`src/rtl/mem_pkg.sv`:
```
// rtl/mem_pkg.sv - shared encodings for the load/store path
package mem_pkg;

    localparam logic [1:0] SIZE_BYTE = 2'd0;
    localparam logic [1:0] SIZE_HALF = 2'd1;
    localparam logic [1:0] SIZE_WORD = 2'd2;

    localparam logic [31:0] ALIGN_MASK = 32'hFFFF_FFFC;

    typedef enum logic [1:0] {
        IDLE  = 2'd0,
        WRITE = 2'd1
    } lsu_state_t;

endpackage

```
`src/rtl/byte_lane_merge.sv`:
```
// rtl/byte_lane_merge.sv - big-endian lane extract/extend for loads and lane insert for stores
module byte_lane_merge
    import mem_pkg::*;
(
    input  logic [1:0]  size,
    input  logic        sign_ext,
    input  logic [1:0]  offset,
    input  logic [31:0] rd_word,
    input  logic [15:0] store_data,
    output logic [31:0] load_data,
    output logic [31:0] merge_word
);

    // Offset 0 is the most significant lane, so the shift counts down from the top.
    logic [4:0]  byte_shift;
    logic [4:0]  half_shift;
    logic [31:0] byte_sel;
    logic [31:0] half_sel;

    assign byte_shift = {~offset, 3'b000};
    assign half_shift = {~offset[1], 4'b0000};
    assign byte_sel   = rd_word >> byte_shift;
    assign half_sel   = rd_word >> half_shift;

    always_comb begin
        load_data  = rd_word;
        merge_word = rd_word;
        case (size)
            SIZE_BYTE: begin
                load_data  = {{24{sign_ext & byte_sel[7]}}, byte_sel[7:0]};
                merge_word = (rd_word & ~(32'h0000_00FF << byte_shift))
                           | ({24'h0, store_data[7:0]} << byte_shift);
            end
            SIZE_HALF: begin
                load_data  = {{16{sign_ext & half_sel[15]}}, half_sel[15:0]};
                merge_word = (rd_word & ~(32'h0000_FFFF << half_shift))
                           | ({16'h0, store_data} << half_shift);
            end
            default: begin
                load_data  = rd_word;
                merge_word = rd_word;
            end
        endcase
    end

endmodule

```
`src/rtl/load_store_unit.sv`:
```
// rtl/load_store_unit.sv - sub-word load/store adapter with read-modify-write for SB/SH
module load_store_unit
    import mem_pkg::*;
#(
    parameter int ADDR_W = 32,
    parameter int DATA_W = 32
) (
    input  logic              CLK,
    input  logic              RESET,
    input  logic              MemReadM,
    input  logic              MemWriteM,
    input  logic [1:0]        SizeM,
    input  logic              SignedM,
    input  logic [ADDR_W-1:0] ALUOutM,
    input  logic [DATA_W-1:0] WriteDataM,
    output logic [ADDR_W-1:0] MemA,
    output logic [DATA_W-1:0] MemWD,
    output logic              MemWE,
    input  logic [DATA_W-1:0] MemRD,
    output logic [DATA_W-1:0] LoadDataM,
    output logic              StallM,
    output logic              MisalignM
);

    lsu_state_t        state, next_state;
    logic [DATA_W-1:0] merge_q;
    logic [ADDR_W-1:0] addr_q;
    logic [ADDR_W-1:0] aligned_addr;
    logic [DATA_W-1:0] lane_load;
    logic [DATA_W-1:0] lane_merge;
    logic              misaligned;
    logic              sub_word;
    logic              request;

    assign aligned_addr = ALUOutM & ADDR_W'(ALIGN_MASK);
    assign request      = MemReadM | MemWriteM;
    assign sub_word     = (SizeM == SIZE_BYTE) || (SizeM == SIZE_HALF);

    always_comb begin
        case (SizeM)
            SIZE_BYTE: misaligned = 1'b0;
            SIZE_HALF: misaligned = ALUOutM[0];
            default:   misaligned = (ALUOutM[1:0] != 2'b00);
        endcase
    end

    byte_lane_merge u_lane (
        .size       (SizeM),
        .sign_ext   (SignedM),
        .offset     (ALUOutM[1:0]),
        .rd_word    (MemRD),
        .store_data (WriteDataM[15:0]),
        .load_data  (lane_load),
        .merge_word (lane_merge)
    );

    // Outputs are also gated by RESET so an asserted reset kills MemWE without waiting for a clock.
    always_comb begin
        next_state = state;
        MemA       = aligned_addr;
        MemWD      = WriteDataM;
        MemWE      = 1'b0;
        StallM     = 1'b0;
        MisalignM  = 1'b0;
        LoadDataM  = '0;
        case (state)
            IDLE: begin
                if (!RESET) begin
                    if (request && misaligned) begin
                        MisalignM = 1'b1;
                    end else if (MemReadM) begin
                        LoadDataM = lane_load;
                    end else if (MemWriteM) begin
                        if (sub_word) begin
                            StallM     = 1'b1;
                            next_state = WRITE;
                        end else begin
                            MemWE = 1'b1;
                        end
                    end
                end
            end
            WRITE: begin
                MemA       = addr_q;
                MemWD      = merge_q;
                MemWE      = !RESET;
                next_state = IDLE;
            end
            default: next_state = IDLE;
        endcase
    end

    always_ff @(posedge CLK or posedge RESET) begin
        if (RESET) begin
            state   <= IDLE;
            merge_q <= '0;
            addr_q  <= '0;
        end else begin
            state <= next_state;
            if (state == IDLE && next_state == WRITE) begin
                merge_q <= lane_merge;
                addr_q  <= aligned_addr;
            end
        end
    end

endmodule

```
`config.mk`:
```
export PLATFORM = sky130hd
export DESIGN_NAME = load_store_unit
export DESIGN_NICKNAME = d
export VERILOG_FILES = /design/src/rtl/mem_pkg.sv /design/src/rtl/byte_lane_merge.sv /design/src/rtl/load_store_unit.sv
export SDC_FILE = /design/constraint.sdc
export NUM_CORES = 1
export LEC_CHECK = 0
export ABC_AREA = 1
export BUFFER_PORTS_ARGS = -buffer_cell sky130_fd_sc_hd__buf_2
export CORE_UTILIZATION = 48
export CTS_CLUSTER_DIAMETER = 150
export CTS_CLUSTER_SIZE = 20
export DETAILED_ROUTE_END_ITERATION = 10
export GPL_ROUTABILITY_DRIVEN = 0
export HOLD_SLACK_MARGIN = 0.12
export PLACE_DENSITY = 0.8
export REMOVE_ABC_BUFFERS = 1
export SLEW_MARGIN = 20
export SYNTH_ARGS = -nofsm -noshare
export SYNTH_HDL_FRONTEND = slang
export SYNTH_SLANG_ARGS = --single-unit
```
`constraint.sdc`:
```
create_clock -name CLK -period 3.02 [get_ports CLK]
set_input_delay 0.302 -clock CLK [delete_from_list [all_inputs] [get_ports CLK]]
set_output_delay 0.302 -clock CLK [all_outputs]
set_load 0.05 [all_outputs]
```
# ---- After elaboration in Yosys (flattened, before gate mapping)
# Cells that the tools add are included.
dict set report word_totals {
  ff_bits 64
  inputBits 103
}
dict set report classes {
  n_eq_ne 3
  n_shift 6
  muxes 30
  bitwise 11
  n_reduce_logical 7
}
# op n
set op_table {}
lappend op_table {{$mux 32} 6}
lappend op_table {{$pmux 32 s2} 2}
lappend op_table {{$and 32x32->32} 2}
lappend op_table {{$not 32->32} 2}
lappend op_table {{$or 32x32->32} 2}
lappend op_table {{$shl 16x5->32} 1}
lappend op_table {{$shl 16x5->32 const A} 1}
lappend op_table {{$shl 8x5->32} 1}
lappend op_table {{$shl 8x5->32 const A} 1}
lappend op_table {{$shr 32x5->16} 1}
lappend op_table {{$shr 32x5->8} 1}
lappend op_table {{$mux 1} 14}
lappend op_table {{$mux 2} 6}
lappend op_table {{$eq 2x1->1 const B} 3}
lappend op_table {{$logic_not 2->1} 2}
lappend op_table {{$pmux 1 s2} 2}
lappend op_table {{$and 1x1->1} 2}
lappend op_table {{$logic_and 1x1->1} 2}
lappend op_table {{$not 2->2} 1}
lappend op_table {{$reduce_bool 2->1} 1}
lappend op_table {{$logic_not 1->1} 1}
lappend op_table {{$logic_or 1x1->1} 1}
lappend op_table {{$not 1->1} 1}
lappend op_table {{$or 1x1->1} 1}

# ---- Depth between registers and ports, before layout
dict set report logic_depth {
  depth_word 10
  mapped_depth 11
  mapped_depth_nobuf 9
}

# ---- By module
# From an unflattened synthesis, not the netlist that was laid out.
dict set report unflattened {
  cells_unflattened 846
  hier_area_um2 5708.0
}
# mod n_inst cells_per_inst area_per_inst_um2 seq_area_each_um2
set modules_own_cells {}
lappend modules_own_cells {load_store_unit 1 436 3634.7 1601.5}
lappend modules_own_cells {byte_lane_merge 1 410 2073.2 0.0}

# ---- Least setup slack after synthesis
# No wires, ideal clock.
dict set report synth_path {
  path_kind {input -> output}
  start {input port ALUOutM[1]}
  end {output port MisalignM}
  arrival_time_ps 2183
  required_ps 2718
  slack_ps 535
  stages 5
  n_path_buf 1
  cell_sequence {buf_4 inv_4 nand2_2 nand3_2 nor4_1}
}
dict set report synth_between {
  elab_chain_len 6
}
# item line
set synth_lines {}
lappend synth_lines {{from (decl)} load_store_unit.sv:14} ;# input logic [ADDR_W-1:0] ALUOutM,
lappend synth_lines {{$reduce_bool 2->1} load_store_unit.sv:43} ;# default: misaligned = (ALUOutM[1:0] != 2'b00);
lappend synth_lines {{$pmux 1 s2} load_store_unit.sv:40} ;# case (SizeM)
lappend synth_lines {{$logic_and 1x1->1} load_store_unit.sv:69} ;# if (request && misaligned) begin
lappend synth_lines {{$mux 1} load_store_unit.sv:69}
lappend synth_lines {{$mux 1} load_store_unit.sv:68} ;# if (!RESET) begin
lappend synth_lines {{$mux 1} load_store_unit.sv:66} ;# case (state)
lappend synth_lines {{to (decl)} load_store_unit.sv:22} ;# output logic MisalignM
# No other way between the ends.

# ---- Worst setup path in the final report
dict set report layout_path {
  start {register state[1]}
  end {output port MemA[10]}
}
dict set report layout_between {
  elab_chain_len 2
}
# item line
set layout_lines {}
lappend layout_lines {{from (decl)} load_store_unit.sv:25} ;# lsu_state_t state, next_state;
lappend layout_lines {{from (signal assigned)} load_store_unit.sv:99} ;# state <= next_state;
lappend layout_lines {{$eq 2x1->1} load_store_unit.sv:66}
lappend layout_lines {{$mux 32} load_store_unit.sv:66}
lappend layout_lines {{to (decl)} load_store_unit.sv:16} ;# output logic [ADDR_W-1:0] MemA,
# No other way between the ends.

==> results.toml <==
[timing]
finClkSkew_ns = 0.0109
setup_viol = 0
holdWs_ns = 0.181
hold_violations = 0
tightestPinTransition_ns = 0.940
rsz0062_at_grt = "false"
fmax_mhz = 383
relSlewSlack = 0.373
fin_ws_ns = 0.409
period_minus_slack_ns = 2.61
finalMaxSlewViolations = 0
final.period_utilization = 0.865

[place]
pre_cts_slack_ns = 0.470
placed_area_um2 = 6120
hpwl_mm = 11.4
dp_cells = 1117
port_buffers = 199

[finish]
final_cell_mix = "263 x nand2_1, 199 x buf_2, 98 x o21ai_0, 70 x nor2_1, 69 x inv_1"
layout.nets = 1095
fin_cells = 1133
final_common_cell = "nand2_1"
area_growth_pct = 24.3
filler_cell_count = 1022
drive_above_1_share = 0.282
final_area_um2 = 6340

[worst_setup_path]
cp_slowest_stage_delay_ns = 0.68
critical_path.max_fanout = 92
path_buf_inv = 3
cp_top_family = "simple AND/OR/NAND/NOR gates"
path_cells = "inv_1, nand2_4, buf_4, nor2_1, a21oi_1, buf_2"
cp_slowest_cell = "nand2_4"
crit_path_end_kind = "output pin"
crit_type = "flip-flop to output pin"
crit_arrival_ns = 2.31
crit_required_ns = 2.72
start_kind = "flip-flop"

[grt]
grt-ovfl-total = 0
gr-usage-all-layers = 0.298
antenna_found_initial = 1
grt_pass1_vias = 5388
grt_first_pass_wirelength_mm = 26.3
grt_max_degree = 93

[clocking]
ctsLongestPathBuffers = 2
postCtsHoldBufs = 0
cts-resized-gates = 0
clock-sinks = 64
htree_levels = 3
cts_setup_buffers = 0
insertion_delay_ns = 0.34
cts_tree = "yes"
clkTransAtPathRegs_ns = 0.08
root_buffer = "clkbuf_8"
numCtsBuffers = 9

[synth]
ys.warnings.count = 0
synthTopCellsByArea = "dfrtp_1 31%, nand2_1 19%, o21ai_0 9.6%"
ys.flop_type = "dfrtp_1"
yosys.area.top_type = "dfrtp_1"
synth_top_area_frac = 0.314
syn-mean-instance-area_um2 = 6.25
synth_seq_cells = 64
async_flop_share = 1.00
postSynthCellCount = 816
synth_edf_count = 0
ys_seq_area_frac = 0.314
synth_cell_types = 31
syn_area_um2 = 5100

[power_and_ir_drop]
power.leakage_nw = 3.66
combPwrFrac = 0.304
vdd_drop_max_mv = 0.282
switchingPower_mw = 1.04
p_int_mw = 1.83
clockPowerShare = 0.294
p_sw_frac = 0.362
seqPwrFrac = 0.401
p_per_area_nw_per_um2 = 453
p_total_mw = 2.87

[die]
die_w_um = 105
ioPinCount = 202
start_util = 0.494
fp.dieArea_um2 = 11000
core-area_um2 = 10300
rows = 37
die_h_um = 105

[drt]
drt_iter0_drc = 801
routedWlPerCell_um = 14.1
drt_pass1_iterations = 5
wl_mm = 16.0
drc = 0
antenna_left = 0
num_vias = 5967
routed_via_density = 5.27

[job]
drv_cap = 0

[worst_hold_path]
hp-class = "input pin to flip-flop"

[status]
outcome = "finished, final reports clean"
==> sequential cells by signal (all words and copies together) (netlist names) <==
signal	flops
merge_q	32
state	2
addr_q	30
==> layout make-up <==
class | instances | area (um2) | area share
Timing Repair Buffer | 216 | 1120 | 0.177
Multi-Input combinational cell | 623 | 2930 | 0.462
Sequential cell | 64 | 1600 | 0.253
Clock inverter | 3 | 65.1 | 0.0103
Clock buffer | 12 | 155 | 0.0245
Antenna cell | 1 | 2.50 | 0.000395
Inverter | 78 | 295 | 0.0466
Tap cell | 136 | 170 | 0.0268
==> cell usage after synthesis (2+ instances only) <==
| cell type | instances |
|---|---|
| nand2_1 | 264 |
| o21ai_0 | 98 |
| inv_1 | 70 |
| nor2_1 | 70 |
| a21oi_1 | 67 |
| dfrtp_1 | 64 |
| nand3_1 | 40 |
| buf_2 | 24 |
| mux2_2 | 17 |
| clkbuf_1 | 16 |
| nor2_2 | 12 |
| o21ai_1 | 12 |
| buf_4 | 9 |
| o211ai_1 | 9 |
| a21boi_0 | 8 |
| a31oi_1 | 7 |
| inv_2 | 7 |
| nand2_2 | 5 |
| buf_6 | 4 |
| nand3_2 | 2 |
==> worst reg2reg max path, cell delays in order (launching register included) <==
cell     delay, ns
dfrtp_1       0.45
nor3_2        0.33
nand3_4       0.33
inv_2         0.31
buf_4         0.28
o21ai_0       0.13
nand2_1       0.08
==> per-stage QoR <==
| stage | util | TNS, ns |
|---|---|---|
| floorplan | - | -21.47 |
| global route | 0.614 | 0 |
| CTS | 0.614 | 0 |
| global placement | 0.593 | 0 |
| finish | 0.614 | 0 |
| detailed placement | 0.593 | 0 |
==> power by group through the flow <==
stage	logic (mW)	registers [mW]	clock network, mW
CTS	0.872	1.15	0.858
floorplan	0.604	1.14	0
finish	0.874	1.15	0.846
global route	0.972	1.18	0.901
global placement	0.854	1.16	0
detailed placement	0.866	1.17	0
==> per-layer routing <==
metal  up-vias  track usage  routed length (um)
met5         -            0                   0
met4         0       0.0835                 278
met3        27       0.0586                1740
met2       385        0.487                7160
met1      2580        0.400                6840
li1       2975            -                   -
==> cell families (layout without fill, tap and decap cells) <==
kind of cell,after synthesis,in the layout,share of synthesized area
AND/OR/NAND/NOR,401,401,0.324
flip-flops,64,64,0.314
other,1,4,0.000735
buffers and inverters,131,309,0.115
multiplexers,17,17,0.0375
AO/OA/AOI/OAI,202,202,0.209
==> final timing paths <==
| kind | from | end | slack (ns) | cells past startpoint |
|---|---|---|---|---|
| hold / removal | ALUOutM[4] | addr_q[4] | 0.18 | 3 |
| setup reg to reg | state[0] | merge_q[15] | 1.05 | 6 |
| hold reg to reg | merge_q[25] | merge_q[25] | 0.48 | 2 |
| max in group asynchronous | RESET | merge_q[13] | 2.10 | 3 |
| setup / recovery | state[1] | MemA[10] | 0.41 | 6 |
| min in group asynchronous | RESET | merge_q[6] | 0.19 | 2 |
Note: power is estimated with default switching activity, not from simulation.
